==> config.mk <==
export PLATFORM = sky130hd
export DESIGN_NAME = divide_rv
export DESIGN_NICKNAME = d
export VERILOG_FILES = /design/src/rtl/divide_rv.sv
export SDC_FILE = /design/constraint.sdc
export NUM_CORES = 1
export LEC_CHECK = 0
export CORE_MARGIN = 1
export CORE_UTILIZATION = 54
export CTS_CLUSTER_DIAMETER = 100
export DETAILED_ROUTE_END_ITERATION = 7
export GPL_TIMING_DRIVEN = 0
export PLACE_DENSITY = 0.79
export SLEW_MARGIN = 20
export SYNTH_ARGS = -nofsm -noshare
export SYNTH_HDL_FRONTEND = slang
export SYNTH_SLANG_ARGS = --single-unit
==> constraint.sdc <==
create_clock -name clk -period 2.8 [get_ports clk]
set_clock_uncertainty 0.05 [all_clocks]
set_input_delay 0.28 -clock clk [delete_from_list [all_inputs] [get_ports clk]]
set_output_delay 0.28 -clock clk [all_outputs]
set_load 0.05 [all_outputs]
==> src/rtl/divide_rv.sv <==
// divide_rv: multi-cycle RISC-V M-extension divide unit (DIV, DIVU, REM, REMU).
// Restoring division retiring BITS_PER_CYCLE quotient bits per cycle, with
// early-out on divide-by-zero, signed overflow and |divisor| > |dividend|.
// The result is held for the CDB until yumi_in; flush_in kills any op.
module divide_rv #(
  parameter int XLEN           = 32,
  parameter int BITS_PER_CYCLE = 1,
  parameter int ROB_W          = 4
) (
  input  logic              clk,
  input  logic              reset_n,
  input  logic              valid_in,
  output logic              ready,
  input  logic [1:0]        op,
  input  logic [XLEN-1:0]   dividend,
  input  logic [XLEN-1:0]   divisor,
  input  logic [ROB_W-1:0]  rs_rob_entry,
  input  logic              flush_in,
  output logic              valid_out,
  input  logic              yumi_in,
  output logic [ROB_W-1:0]  out_rob,
  output logic [XLEN-1:0]   out_result
);

  // XLEN must be a multiple of BITS_PER_CYCLE (1, 2 or 4).
  localparam int N     = XLEN / BITS_PER_CYCLE;
  localparam int CNT_W = $clog2(N) + 1;

  typedef enum logic [1:0] {IDLE, RUN, FIX, DONE} state_e;

  state_e             state_q;
  logic               valid_q;
  logic [ROB_W-1:0]   rob_q;
  logic [XLEN-1:0]    result_q;
  logic [1:0]         op_q;
  logic               neg_a_q;
  logic               neg_b_q;
  logic [XLEN-1:0]    div_q;   // divisor magnitude
  logic [XLEN-1:0]    quo_q;   // dividend shifts out MSB-first, quotient shifts in
  logic [XLEN-1:0]    rem_q;   // partial remainder, always < div_q between steps
  logic [CNT_W-1:0]   cnt_q;

  logic               accept;
  logic               signed_op;
  logic               neg_a_d;
  logic               neg_b_d;
  logic [XLEN-1:0]    a_mag_d;
  logic [XLEN-1:0]    b_mag_d;
  logic               special_d;
  logic [XLEN-1:0]    special_res_d;
  logic [XLEN-1:0]    rem_d;
  logic [XLEN-1:0]    quo_d;
  logic [XLEN-1:0]    quo_fix;
  logic [XLEN-1:0]    rem_fix;
  logic [XLEN-1:0]    fix_res_d;

  // The second term lets a new op enter on the same cycle the result leaves.
  assign ready      = (state_q == IDLE) | ((state_q == DONE) & yumi_in);
  assign accept     = valid_in & ready & ~flush_in;
  assign valid_out  = valid_q;
  assign out_rob    = rob_q;
  assign out_result = result_q;

  // Decode the incoming op: operand signs, magnitudes and trivial-case result.
  always_comb begin
    // NOTE: every variable assigned in always_comb gets a default first, so no
    // path through the block leaves it unassigned and infers a latch.
    special_d     = 1'b0;
    special_res_d = '0;
    signed_op     = ~op[0];
    neg_a_d       = signed_op & dividend[XLEN-1];
    neg_b_d       = signed_op & divisor[XLEN-1];
    // -INT_MIN wraps to itself, which read unsigned is exactly 2^(XLEN-1).
    a_mag_d       = neg_a_d ? -dividend : dividend;
    b_mag_d       = neg_b_d ? -divisor  : divisor;
    if (divisor == '0) begin
      special_d     = 1'b1;
      special_res_d = op[1] ? dividend : '1;
    end else if (signed_op && (dividend == {1'b1, {(XLEN-1){1'b0}}}) && (divisor == '1)) begin
      special_d     = 1'b1;
      special_res_d = op[1] ? '0 : dividend;
    end else if (b_mag_d > a_mag_d) begin
      special_d     = 1'b1;
      special_res_d = op[1] ? dividend : '0;
    end
  end

  // One RUN cycle: BITS_PER_CYCLE restoring steps on an XLEN+1 bit remainder.
  always_comb begin
    logic [XLEN:0]   rem_t;
    logic [XLEN-1:0] quo_t;
    // NOTE: blocking assignments here chain the steps within one cycle; the
    // registers they feed are only ever updated with <= in the always_ff.
    rem_t = {1'b0, rem_q};
    quo_t = quo_q;
    for (int i = 0; i < BITS_PER_CYCLE; i++) begin
      rem_t = {rem_t[XLEN-1:0], quo_t[XLEN-1]};
      quo_t = {quo_t[XLEN-2:0], 1'b0};
      if (rem_t >= {1'b0, div_q}) begin
        rem_t    = rem_t - {1'b0, div_q};
        quo_t[0] = 1'b1;
      end
    end
    rem_d = rem_t[XLEN-1:0];
    quo_d = quo_t;
  end

  // Sign correction applied in FIX; unsigned ops pass straight through.
  always_comb begin
    quo_fix   = (~op_q[0] & (neg_a_q ^ neg_b_q)) ? -quo_q : quo_q;
    rem_fix   = (~op_q[0] & neg_a_q) ? -rem_q : rem_q;
    fix_res_d = op_q[1] ? rem_fix : quo_fix;
  end

  // Control FSM and datapath registers; flush beats accept and yumi.
  always_ff @(posedge clk or negedge reset_n) begin
    if (!reset_n) begin
      // NOTE: the datapath is a handful of flops, not a memory, so it is
      // cleared with the control state for deterministic outputs after reset.
      state_q  <= IDLE;
      valid_q  <= 1'b0;
      rob_q    <= '0;
      result_q <= '0;
      op_q     <= '0;
      neg_a_q  <= 1'b0;
      neg_b_q  <= 1'b0;
      div_q    <= '0;
      quo_q    <= '0;
      rem_q    <= '0;
      cnt_q    <= '0;
    end else if (flush_in) begin
      state_q <= IDLE;
      valid_q <= 1'b0;
    end else if (accept) begin
      op_q    <= op;
      rob_q   <= rs_rob_entry;
      neg_a_q <= neg_a_d;
      neg_b_q <= neg_b_d;
      div_q   <= b_mag_d;
      quo_q   <= a_mag_d;
      rem_q   <= '0;
      cnt_q   <= CNT_W'(N - 1);
      if (special_d) begin
        result_q <= special_res_d;
        valid_q  <= 1'b1;
        state_q  <= DONE;
      end else begin
        valid_q  <= 1'b0;
        state_q  <= RUN;
      end
    end else begin
      case (state_q)
        RUN: begin
          rem_q <= rem_d;
          quo_q <= quo_d;
          if (cnt_q == '0) state_q <= FIX;
          else             cnt_q   <= cnt_q - CNT_W'(1);
        end
        FIX: begin
          result_q <= fix_res_d;
          valid_q  <= 1'b1;
          state_q  <= DONE;
        end
        DONE: begin
          if (yumi_in) begin
            valid_q <= 1'b0;
            state_q <= IDLE;
          end
        end
        default: ;
      endcase
    end
  end

endmodule

==> run_results.csv <==
group,metric,value,unit
floorplanning,die_w,150.9,µm
logic_synthesis,synth_edf_count,0,
logic_synthesis,synth_xor_area_frac,0.1098,
logic_synthesis,synth_compound_area_frac,0.2439,
floorplanning,fp-row-count,54,
power,p_per_area,920.2,mW/mm²
logic_synthesis,ys_types,79,
drt,drt_iter0_markers,1809,
floorplanning,core_area,0.02176,mm²
drt,viasPerCell,6.720,
critical_path,required,3.10,ns
power,finalPower,0.01454,W
logic_synthesis,synth_fa_ha_area_frac,0.07589,
placed_design,port_buffers,111,
placed_design,place_area,0.01350,mm²
logic_synthesis,synth_top_family_by_area,"compound AO/OA/AOI/OAI gates",
sta,hold_viol_final,0,
worst_hold_path,hold_class,"in -> reg",
clock_tree,clock_sinks,145,
drt,routedWlPerCell,23.48,µm
logic_synthesis,ys_warn_count,0,
drt,via_count,13190,
critical_path,critPathKind,"in -> reg",
run_status,violations,"setup timing",
sta,period_minus_slack,4.124,ns
critical_path,cp-start-kind,"input port",
grt,antenna_found_initial,0,
critical_path,crit_family,"simple AND/OR/NAND/NOR gates",
clock_tree,cts_tree,"built",
logic_synthesis,synth_cells,1466,
run_status,status,"finished, violations left",
floorplanning,dieHeight,150.9,µm
logic_synthesis,synth_seq_area_share,0.3032,
logic_synthesis,syn_area_per_cell,8.164,µm²
logic_synthesis,synthesis.area,0.01197,mm²
clock_tree,cts_buffer_depth,2,
finish,finish.net_count,1818,
logic_synthesis,synthFlopType,"dfrtp_1",
clock_tree,htreeDepth,4,
critical_path,cp_slowest_cell,"nor4_4",
critical_path,end_kind,"flop",
critical_path,crit_cells,20,
critical_path,arrival,4.43,ns
clock_tree,clk_transition_reported_paths,0.06,ns
critical_path,worstPathCellList,"buf_8, or3_4, nor4_4, nand3_2, or2_4, nor3_4, buf_4, a21oi_2, xor2_2, ha_1, nand4_1, buf_4, nor3_2, a22oi_2, a21oi_4, or2_4, o211ai_4, buf_8, buf_12, o31ai_4",
clock_tree,root_buffer,"clkbuf_16",
floorplanning,die_area,0.02276,mm²
finish,fin_util,0.7265,
critical_path,cpPeakStageDelay,0.42,ns
logic_synthesis,yosys.area.top_type,"dfrtp_1",
job,cap_violations,0,
sta,setup_viol,59,
drt,drcViolationCount,0,
sta,fin_tns_setup,-43.65,ns
floorplanning,start_util,0.5501,
drt,final_antenna_net_count,0,
grt,grt_overflow,0,
critical_path,r2r_cells,8,
sta,relSlewSlack,0.3959,
logic_synthesis,syn-num-nets,1613,
sta,drv_slew,0,
clock_tree,clock_latency,0.45,ns
sta,fin_crit_sh,1.473,
grt,grt_pass1_wl,67360,µm
logic_synthesis,yosys.area.top_type_share,0.3032,
power,p_leak,6.559,nW
finish,fin_area,0.01581,mm²
logic_synthesis,synth_mux_area_frac,0.02237,
floorplanning,io_pins,113,
sta,rsz0062_at_grt,"true",
sta,tightest_slew,0.9062,ns
grt,grt_pass1_vias,12110,
sta,maxClockFrequency,0.2425,GHz
grt,grt_max_degree,100,
logic_synthesis,synthArstFlopShare,1.000,
finish,diodes,0,
placed_design,dp_hpwl,32700,µm
sta,fin_ws,-1.324,ns
drt,routed_wl,46090,µm
logic_synthesis,yosys-top-cells-area,"dfrtp_1 (30%), ha_1 (7.4%), o21ai_0 (5.9%)",
worst_hold_path,min_path_cells,3,
logic_synthesis,synth_seq_cells,145,
critical_path,worst-path-buf-inv,5,
critical_path,worstPathMaxFanout,10,
drt,drtPass1Iterations,6,
sta,whs,0.1469,ns
finish,drive_above_1_share,0.2080,
placed_design,finalWeightedCongestion,1.115,
grt,grt_use_total,0.3928,
power,max-vdd-ir-drop,0.4424,mV
logic_synthesis,yosys.area_share.simple,0.1967,
clock_tree,cts_buffers,17,
finish,area_growth_syn_to_layout,32.05,%
[path summary, 6_finish.rpt]
check                                   start  slack (ns)              to
worst max register to register       rem_q[8]       -0.24  out_result[25]
max in group asynchronous             reset_n        1.57       rem_q[21]
worst min register to register  out_result[9]        0.43   out_result[9]
min in group asynchronous             reset_n        0.27  out_result[12]
worst max-delay path               divisor[2]       -1.32  out_result[10]
worst min-delay path             dividend[12]        0.15  out_result[12]
[synth_stat cells (8+ instances only)]
library cell	instances
a211oi_1	9
a21o_1	12
a21oi_1	118
a22o_1	10
a22oi_1	15
a31oi_1	24
and3_1	29
buf_2	11
clkbuf_1	55
dfrtp_1	145
ha_1	71
inv_1	56
mux2i_1	20
nand2_1	162
nand2b_1	11
nand3_1	43
nand4_1	25
nor2_1	94
nor2b_1	9
nor3_1	23
nor4_1	17
o21ai_0	141
o21ai_1	9
o21ai_2	10
o22ai_1	32
o31ai_1	33
o41ai_1	8
or3_1	15
xnor2_1	70
xor2_1	80
[stage by stage]
step           setup slack (ns)  cells
2_1_floorplan            -1.137   1466
3_3_place_gp             -4.420   1857
3_5_place_dp             -2.568   1858
4_1_cts                  -1.122   1931
5_1_grt                  -1.428   1963
6_report                 -1.324   1963
[layout by cell type (no fill, tap or decap), types with 29 or more instances in the layout]
cell	instances
inv_1	52
dfrtp_1	125
clkbuf_1	31
o31ai_1	29
buf_4	75
o22ai_1	31
nand2_1	156
xor2_1	77
o21ai_1	34
o21ai_0	110
nor2_1	90
xnor2_1	69
ha_1	48
clkdlybuf4s50_1	69
nand3_1	40
a21oi_1	107
[worst min-delay path, stage by stage]
cell and delay [ns]:
buf_2 0.12, o22ai_1 0.10, o21ai_2 0.11
[cell type report]
cell class / count / area, µm²
buffer: 72 / 462.9
clock buffer: 22 / 494.2
clock inverter: 9 / 200.2
fill: 1574 / 5951
inverter: 56 / 210.2
multi-input combinational: 1184 / 8637
sequential: 145 / 3654
tap: 280 / 350.3
timing repair buffer: 195 / 1797
[sequential cells by signal (all words and copies together), names as in the netlist]
signal      count
valid_out       1
cnt_q           6
neg_a_q         1
rem_q          32
state_q         2
div_q          32
out_rob         4
out_result     32
quo_q          32
neg_b_q         1
op_q            2
[kinds of logic (layout without fill, tap and decap cells)]
logic type | Yosys count | in the layout
AOI/OAI and AO/OA | 468 | 468
DFF | 145 | 145
and+or+nand+nor | 468 | 468
adders and majority gates | 72 | 72
xor gates and xnor gates | 150 | 150
buffers and inverters | 137 | 354
muxes | 26 | 26
[repair_timing]
action / in CTS / in global routing
endpoints found under the setup margin: 101 / 126
buffers inserted: 48 / 32
hold buffers: 1 / 0
gates resized for setup: 230 / 123
gates cloned: 0 / 2
endpoints found under the hold margin: 46 / 0
pin swaps: 51 / 46
[power breakdown]
group	internal [W]	switching, W
logic	0.00314	0.00515
registers	0.00286	0.000661
clock network	0.00178	0.000952
[metal layers]
layer  wire length (µm)  share of wire  up-vias  GRT usage
met5                  0              0        -          0
met4               2812          0.061        0     0.2130
met3               4894           0.11      227    0.07319
met2              20990           0.46      964     0.6339
met1              17390           0.38     6226     0.4967
li1                   -              -     5775          -
Power figures use the tool's default switching activity.
